--- src/rtl/ex_pipe_stage.sv ---
// ex_pipe_stage
// Execute-to-memory pipe for the 16-bit CPU. DEPTH register stages carry the
// ALU result, store data, destination register and memory/writeback control
// from the last ALU stage to the MEM stage. Supports stall, flush, per-stage
// valid tracking, an occupancy count and a two-port forwarding/hazard lookup
// over every in-flight stage.
//
// Ports:
//   clk, rst_n            clock, synchronous active-low reset
//   in_valid, stall, flush
//                         instruction valid, freeze all stages, kill in-flight
//   *_in                  ALU result, store data, rd and control from execute
//   out_valid, *_out      last-stage instruction; data and control masked to 0
//                         when the last stage is not valid
//   occupancy             number of valid stages
//   fwd_rs*_addr          forwarding query addresses
//   fwd_rs*_hit/_data     forwardable ALU result found for that query
//   load_hazard           a query matches an in-flight load (must stall)
module ex_pipe_stage #(
  parameter int DATA_W      = 16,
  parameter int REG_W       = 4,
  parameter int DEPTH       = 2,
  parameter int ZERO_REG_EN = 1
) (
  input  logic                         clk,
  input  logic                         rst_n,
  input  logic                         in_valid,
  input  logic                         stall,
  input  logic                         flush,
  input  logic [DATA_W-1:0]            alu_result_in,
  input  logic [DATA_W-1:0]            rs2_data_in,
  input  logic [REG_W-1:0]             rd_in,
  input  logic                         reg_write_in,
  input  logic                         mem_read_in,
  input  logic                         mem_write_in,
  input  logic                         mem_to_reg_in,
  output logic                         out_valid,
  output logic [DATA_W-1:0]            alu_result_out,
  output logic [DATA_W-1:0]            rs2_data_out,
  output logic [REG_W-1:0]             rd_out,
  output logic                         reg_write_out,
  output logic                         mem_read_out,
  output logic                         mem_write_out,
  output logic                         mem_to_reg_out,
  output logic [$clog2(DEPTH+1)-1:0]   occupancy,
  input  logic [REG_W-1:0]             fwd_rs1_addr,
  input  logic [REG_W-1:0]             fwd_rs2_addr,
  output logic                         fwd_rs1_hit,
  output logic                         fwd_rs2_hit,
  output logic [DATA_W-1:0]            fwd_rs1_data,
  output logic [DATA_W-1:0]            fwd_rs2_data,
  output logic                         load_hazard
);

  localparam int OCC_W = $clog2(DEPTH + 1);
  localparam int LAST  = DEPTH - 1;

  // Stage 0 is the youngest instruction, stage LAST feeds MEM.
  logic [DEPTH-1:0]  valid_r;
  logic [DEPTH-1:0]  reg_write_r;
  logic [DEPTH-1:0]  mem_read_r;
  logic [DEPTH-1:0]  mem_write_r;
  logic [DEPTH-1:0]  mem_to_reg_r;
  logic [DATA_W-1:0] alu_r [DEPTH];
  logic [DATA_W-1:0] rs2_r [DEPTH];
  logic [REG_W-1:0]  rd_r  [DEPTH];

  logic [REG_W-1:0]  fwd_addr_s [2];
  logic              fwd_hit_s  [2];
  logic              fwd_haz_s  [2];
  logic [DATA_W-1:0] fwd_data_s [2];
  logic [OCC_W-1:0]  occ_s;

  // Stage registers: reset > flush > stall > advance.
  always_ff @(posedge clk) begin
    if (!rst_n) begin
      valid_r      <= '0;
      reg_write_r  <= '0;
      mem_read_r   <= '0;
      mem_write_r  <= '0;
      mem_to_reg_r <= '0;
      for (int k = 0; k < DEPTH; k++) begin
        alu_r[k] <= '0;
        rs2_r[k] <= '0;
        rd_r[k]  <= '0;
      end
    end else if (flush) begin
      // Data registers keep their contents; the cleared valid masks them.
      valid_r      <= '0;
      reg_write_r  <= '0;
      mem_read_r   <= '0;
      mem_write_r  <= '0;
      mem_to_reg_r <= '0;
    end else if (!stall) begin
      for (int k = LAST; k > 0; k--) begin
        valid_r[k]      <= valid_r[k-1];
        reg_write_r[k]  <= reg_write_r[k-1];
        mem_read_r[k]   <= mem_read_r[k-1];
        mem_write_r[k]  <= mem_write_r[k-1];
        mem_to_reg_r[k] <= mem_to_reg_r[k-1];
        alu_r[k]        <= alu_r[k-1];
        rs2_r[k]        <= rs2_r[k-1];
        rd_r[k]         <= rd_r[k-1];
      end
      // Control is qualified by in_valid so bubbles carry all-zero control.
      valid_r[0]      <= in_valid;
      reg_write_r[0]  <= in_valid & reg_write_in;
      mem_read_r[0]   <= in_valid & mem_read_in;
      mem_write_r[0]  <= in_valid & mem_write_in;
      mem_to_reg_r[0] <= in_valid & mem_to_reg_in;
      alu_r[0]        <= alu_result_in;
      rs2_r[0]        <= rs2_data_in;
      rd_r[0]         <= rd_in;
    end else begin
      valid_r <= valid_r;
    end
  end

  // Occupancy: popcount of the stage valid bits.
  always_comb begin
    occ_s = '0;
    for (int k = 0; k < DEPTH; k++) begin
      occ_s = occ_s + OCC_W'(valid_r[k]);
    end
  end

  assign fwd_addr_s[0] = fwd_rs1_addr;
  assign fwd_addr_s[1] = fwd_rs2_addr;

  // Forwarding lookup: scan oldest to youngest so the youngest candidate's
  // verdict is the one left standing. A load winner blocks older ALU matches.
  always_comb begin
    for (int p = 0; p < 2; p++) begin
      fwd_hit_s[p]  = 1'b0;
      fwd_haz_s[p]  = 1'b0;
      fwd_data_s[p] = '0;
      for (int k = LAST; k >= 0; k--) begin
        if (valid_r[k] && reg_write_r[k] && (rd_r[k] == fwd_addr_s[p]) &&
            !((ZERO_REG_EN != 0) && (fwd_addr_s[p] == '0))) begin
          if (mem_to_reg_r[k]) begin
            fwd_hit_s[p]  = 1'b0;
            fwd_haz_s[p]  = 1'b1;
            fwd_data_s[p] = '0;
          end else begin
            fwd_hit_s[p]  = 1'b1;
            fwd_haz_s[p]  = 1'b0;
            fwd_data_s[p] = alu_r[k];
          end
        end else begin
          fwd_hit_s[p]  = fwd_hit_s[p];
          fwd_haz_s[p]  = fwd_haz_s[p];
          fwd_data_s[p] = fwd_data_s[p];
        end
      end
    end
  end

  assign out_valid      = valid_r[LAST];
  assign alu_result_out = valid_r[LAST] ? alu_r[LAST] : '0;
  assign rs2_data_out   = valid_r[LAST] ? rs2_r[LAST] : '0;
  assign rd_out         = valid_r[LAST] ? rd_r[LAST]  : '0;
  assign reg_write_out  = valid_r[LAST] & reg_write_r[LAST];
  assign mem_read_out   = valid_r[LAST] & mem_read_r[LAST];
  assign mem_write_out  = valid_r[LAST] & mem_write_r[LAST];
  assign mem_to_reg_out = valid_r[LAST] & mem_to_reg_r[LAST];
  assign occupancy      = occ_s;

  assign fwd_rs1_hit  = fwd_hit_s[0];
  assign fwd_rs2_hit  = fwd_hit_s[1];
  assign fwd_rs1_data = fwd_data_s[0];
  assign fwd_rs2_data = fwd_data_s[1];
  assign load_hazard  = fwd_haz_s[0] | fwd_haz_s[1];

endmodule
--- config.mk ---
export PLATFORM = sky130hd
export DESIGN_NAME = ex_pipe_stage
export DESIGN_NICKNAME = d
export VERILOG_FILES = /design/src/rtl/ex_pipe_stage.sv
export SDC_FILE = /design/constraint.sdc
export NUM_CORES = 1
export LEC_CHECK = 0
export CORE_MARGIN = 2
export CORE_UTILIZATION = 40
export DETAILED_ROUTE_END_ITERATION = 16
export MAX_ROUTING_LAYER = met4
export PLACE_DENSITY = 0.71
export REMOVE_ABC_BUFFERS = 1
export SLEW_MARGIN = 20
export SYNTH_ARGS = -nofsm -noshare
export SYNTH_HDL_FRONTEND = slang
export SYNTH_SLANG_ARGS = --single-unit
--- constraint.sdc ---
create_clock -name clk -period 10 [get_ports clk]
set_input_delay 2 -clock clk [delete_from_list [all_inputs] [get_ports clk]]
set_output_delay 2 -clock clk [all_outputs]
set_load 0.005 [all_outputs]
### After elaboration in Yosys (flattened, before gate mapping)

Memories as Yosys holds them, arrays and structs flattened.
Index checks and enable logic that the tools add are counted.

| word-level totals | value |
|---|---|
| word-level logic and storage cells | 76 |
| input port bits | 53 |
| memories | 3 |
| output and inout bits | 78 |
| bits in writable memories | 72 |
| register bits | 10 |

Memories:

| memory | depth | width | rd ports | clocked after memory_dff | wr ports | RTL line | text |
|---|---|---|---|---|---|---|---|
| alu_r | 2 | 16 | 2 | 0 | 2 | 64 | `logic [DATA_W-1:0] alu_r [DEPTH];` |
| rs2_r | 2 | 16 | 2 | 0 | 2 | 65 | `logic [DATA_W-1:0] rs2_r [DEPTH];` |
| rd_r | 2 | 4 | 2 | 0 | 2 | 66 | `logic [REG_W-1:0] rd_r [DEPTH];` |

| operators by class | value |
|---|---|
| eq/ne operators | 4 |
| add/subtract/negate cells | 1 |
| multiplexer cells | 32 |
| reductions and logical operators | 15 |
| bitwise gates (word level) | 16 |

Operators with widths:

| cell | count |
|---|---|
| $mux W16 | 12 |
| $mux W1 | 17 |
| $eq A4 B4 Y1 | 4 |
| $mux W4 | 3 |
| $logic_and A1 B1 Y1 | 10 |
| $and A1 B1 Y1 | 8 |
| $logic_not A4 Y1 | 2 |
| $or A1 B1 Y1 | 7 |
| $add A1 B1 Y2 | 1 |
| $logic_not A1 Y1 | 2 |
| $reduce_or A2 Y1 | 1 |
| $not A1 Y1 | 1 |

### Logic depth before layout (Yosys ltp)

| depth | value |
|---|---|
| depth in word-level cells | 6 |
| depth in mapped cells | 5 |
| mapped depth without buffers | 4 |

### Worst setup path before layout

OpenSTA, ideal clock, no wires.

| timing | value |
|---|---|
| kind | input to register |
| from | input stall |
| to | memory alu_r[0][0] (enable) |
| stages | 2 |
| path buffers | 1 |
| setup time | 601 ps |
| arrival | 7338 ps |
| setup slack | 2060 ps |
| data required time | 9399 ps |
| path through | buf_1 -> o21ai_0 |

RTL lines:

| item | RTL line | text |
|---|---|---|
| start, declared | 28 | `input logic stall,` |
| end, declared | 64 |  |

### Worst setup path after layout

| timing | value |
|---|---|
| from | input fwd_rs1_addr[0] |
| to | output fwd_rs1_data[0] |

| between the ends | value |
|---|---|
| cells in the longest elaborated chain, start to end | 5 |
| elaborated cells between the ends (all ways) | 10 |
| those cells by class | 2 x eq/ne; 2 x mux; 6 x reduce/logical |

RTL lines:

| item | RTL line | text |
|---|---|---|
| start, declared | 46 | `input logic [REG_W-1:0] fwd_rs1_addr,` |
| $eq A4 B4 Y1 / $logic_not A4 Y1 (equally long branches) | 138, 139 |  |
| $logic_and A1 B1 Y1 / $logic_not A1 Y1 (equally long branches) | 138, 139 |  |
| $logic_and A1 B1 Y1 | 138 | `if (valid_r[k] && reg_write_r[k] && (rd_r[k] == fwd_addr_s[p]) &&` |
| $mux W16 | 138 |  |
| $mux W16 (*) | 138 |  |
| end, declared | 50 | `output logic [DATA_W-1:0] fwd_rs1_data,` |

Every way passes the cells marked *; elsewhere a longest branch is shown, timed or not.

==> flow_metrics.py <==
metrics = {
    "route": {
        "vias": 2841,
        "drc": 0,
        "drtAntennaViolNets": 0,
        "finalWirelength_um": 9250,
        "routedWlPerCell_um": 15.9,
        "drt-pass1-iter-count": 4,
        "first_iter_violations": 118,
        "avgViaCountPerCell": 4.88,
    },
    "layout": {
        "multi_input_area_mm2": 0.00154,
        "final_layout_size_suffix_gt1_share_pct": 9.82,
        "regArea_mm2": 0.00236,
        "area_delta_synth_final_pct": 42.3,
        "finalNetCount": 497,
        "fillers": 810,
    },
    "global_route": {
        "gr-usage-all-layers_pct": 18.1,
        "grt_antenna_before_repair": 1,
        "grt_max_degree": 73,
        "grt_pass1_wl_um": 14800,
        "gr-total-overflow": 0,
        "first_global_vias": 2808,
    },
    "logic_synthesis": {
        "synth_warnings": 0,
        "synth_ff_type": "edfxtp_1",
        "post-synth-top-count-cell": "and2_1",
        "synth_top_area_cell": "edfxtp_1",
        "yosys.cell_types.count": 35,
        "syn_area_mm2": 0.00397,
        "ys_seq_elements": 82,
        "synth_area_per_cell_um2": 12.7,
        "synthTopCellsByCount": "113 x and2_1, 72 x edfxtp_1, 22 x a22o_1, 14 x clkbuf_1, 14 x nor2_1",
        "synthCells": 313,
        "synth-seq-area-share_pct": 59.6,
        "async_flop_share_pct": 0,
        "synth_top_area_share_pct": 54.5,
        "synthTopCellsByArea": "edfxtp_1 55%, and2_1 18%, dfxtp_1 5.0%",
        "synth_edf_count": 72,
    },
    "power": {
        "power_frac_comb_pct": 7.6,
        "power.internal_w": 0.000569,
        "p_clk_share_pct": 36.5,
        "peakVddDrop_mv": 0.0856,
        "sw_frac_of_total_pct": 22.0,
        "powerDensity_mw_per_mm2": 129,
        "finalPower_w": 0.000729,
        "power_frac_seq_pct": 55.9,
        "p_leak_nw": 2.04,
        "power.switching_w": 0.000160,
    },
    "setup_path": {
        "critPathKind": "in -> out",
        "worst_setup_path_start_kind": "input pin",
        "arrival_ps": 4690,
        "path_max_fanout": 17,
        "cp.required_ps": 8000,
        "cp-end-kind": "primary output",
    },
    "sta": {
        "final_hold_viol_count": 0,
        "fin_crit_sh_pct": 66.9,
        "fin_skew_ps": 12.2,
        "worstMarginPinSlew_ps": 938,
        "maxSlewHeadroom_pct": 37.3,
        "period_needed_ps": 6690,
        "drv_slew": 0,
        "max_freq_mhz": 150,
        "final-setup-viol-count": 0,
        "setup_tns_ps": 0,
        "grt_setup_unrepaired": "no",
    },
    "clock_network": {
        "clock_latency_ps": 350,
        "postCtsSetupRepairBufs": 0,
        "cts_max_level": 3,
        "ctsHoldBuffers": 0,
        "cts_resized": 0,
        "clockBufferDepth": 2,
        "cts_num_sinks": 82,
        "cts_tree": "built",
        "clkTransAtPathRegs_ps": 80,
        "root_buffer": "clkbuf_8",
        "numCtsBuffers": 9,
    },
    "placement": {
        "place_congestion": 0.889,
        "io_buffer_count": 130,
        "place_hpwl_um": 6240,
    },
    "floorplan": {
        "num_rows": 36,
        "die_height_um": 104,
        "die_area_mm2": 0.0107,
        "core_area_mm2": 0.00968,
        "fp.dieW_um": 104,
        "ios": 131,
        "initial_utilization_pct": 41.0,
    },
    "worst_hold_path": {
        "hold_path.class": "reg -> reg",
    },
    "job": {
        "cap_viol_max_count": 0,
    },
    "run_status": {
        "status": "completed",
    },
}
-- layout by cell type, fill, tap and decap left out, types with 3 or more instances in the layout --
cell               n
clkdlybuf4s50_1  130
and2_1           113
edfxtp_1          72
a22o_1            22
nor2_1            13
xnor2_1           12
a22o_2            10
dfxtp_1           10
clkbuf_8           9
buf_4              6
mux2i_1            5
nand4_1            4
a22oi_1            4
xor2_1             3
inv_6              3
-- final timing paths --
| path | start | to | slack [ps] | cells past startpoint |
|---|---|---|---|---|
| worst max-delay path | fwd_rs1_addr[0] | fwd_rs1_data[0] | 3310 | 6 |
| worst max register to register | rd_r[0][3] | rd_r[0][7] | 9030 | 1 |
| worst min-delay path | mem_write_r[0] | mem_write_r[1] | 490 | 2 |
| worst min register to register | mem_write_r[0] | mem_write_r[1] | 490 | 2 |
-- state kept, by name (all words and copies together) (netlist names) --
signal	cells
mem_write_r	2
rs2_r	32
rd_r	8
alu_r	32
mem_read_r	2
mem_to_reg_r	2
valid_r	2
reg_write_r	2
-- stage by stage --
step	cells	instance area [µm²]	setup slack [ps]	utilization (%)	hold WS [ps]
floorplan	296	3890	2330	-	455
global placement	565	5420	3380	56.0	473
detailed placement	565	5420	3260	56.0	478
CTS	581	5640	3260	58.3	499
global route	582	5640	3140	58.3	545
finish	582	5640	3310	58.3	495
-- final cells by class --
type | count | share of cell area (%)
Antenna cell | 1 | 0.0443
Clock buffer | 9 | 2.19
Clock inverter | 7 | 1.75
Inverter | 1 | 0.0665
Multi-Input combinational cell | 213 | 27.3
Sequential cell | 82 | 41.9
Tap cell | 133 | 2.95
Timing Repair Buffer | 136 | 23.9
-- kinds of logic after synthesis --
logic type               synth area share [%]
AO/OA/AOI/OAI                            10.3
XOR/XNOR                                 3.31
adder cells (fa/ha/maj)                 0.315
buffers and inverters                    2.08
flip-flops                               59.6
multiplexers                             1.26
AND/OR/NAND/NOR                          23.1
-- worst max-delay path, cell delays in order --
cell	delay (ps)
clkdlybuf4s50_1	470
nor4_2	430
nor2_1	160
a211oi_4	830
a22o_1	270
clkdlybuf4s50_1	510
-- power by group through the flow --
stage               combinational, W  sequential [W]  clock (W)
finish                     0.0000555        0.000407   0.000266
global placement           0.0000550        0.000415          0
floorplan                  0.0000246        0.000414          0
detailed placement         0.0000560        0.000415          0
global route               0.0000607        0.000410   0.000287
CTS                        0.0000562        0.000408   0.000273
-- routing by layer --
layer	wire length (µm)	up-vias	part of all wire (%)	track usage (%)
met5	0	-	0	-
met4	95	0	1.0	5.79
met3	672	11	7.3	6.23
met2	4300	90	47	27.7
met1	4170	1362	45	22.7
li1	-	1378	-	-
(Power assumes the default switching activity.)
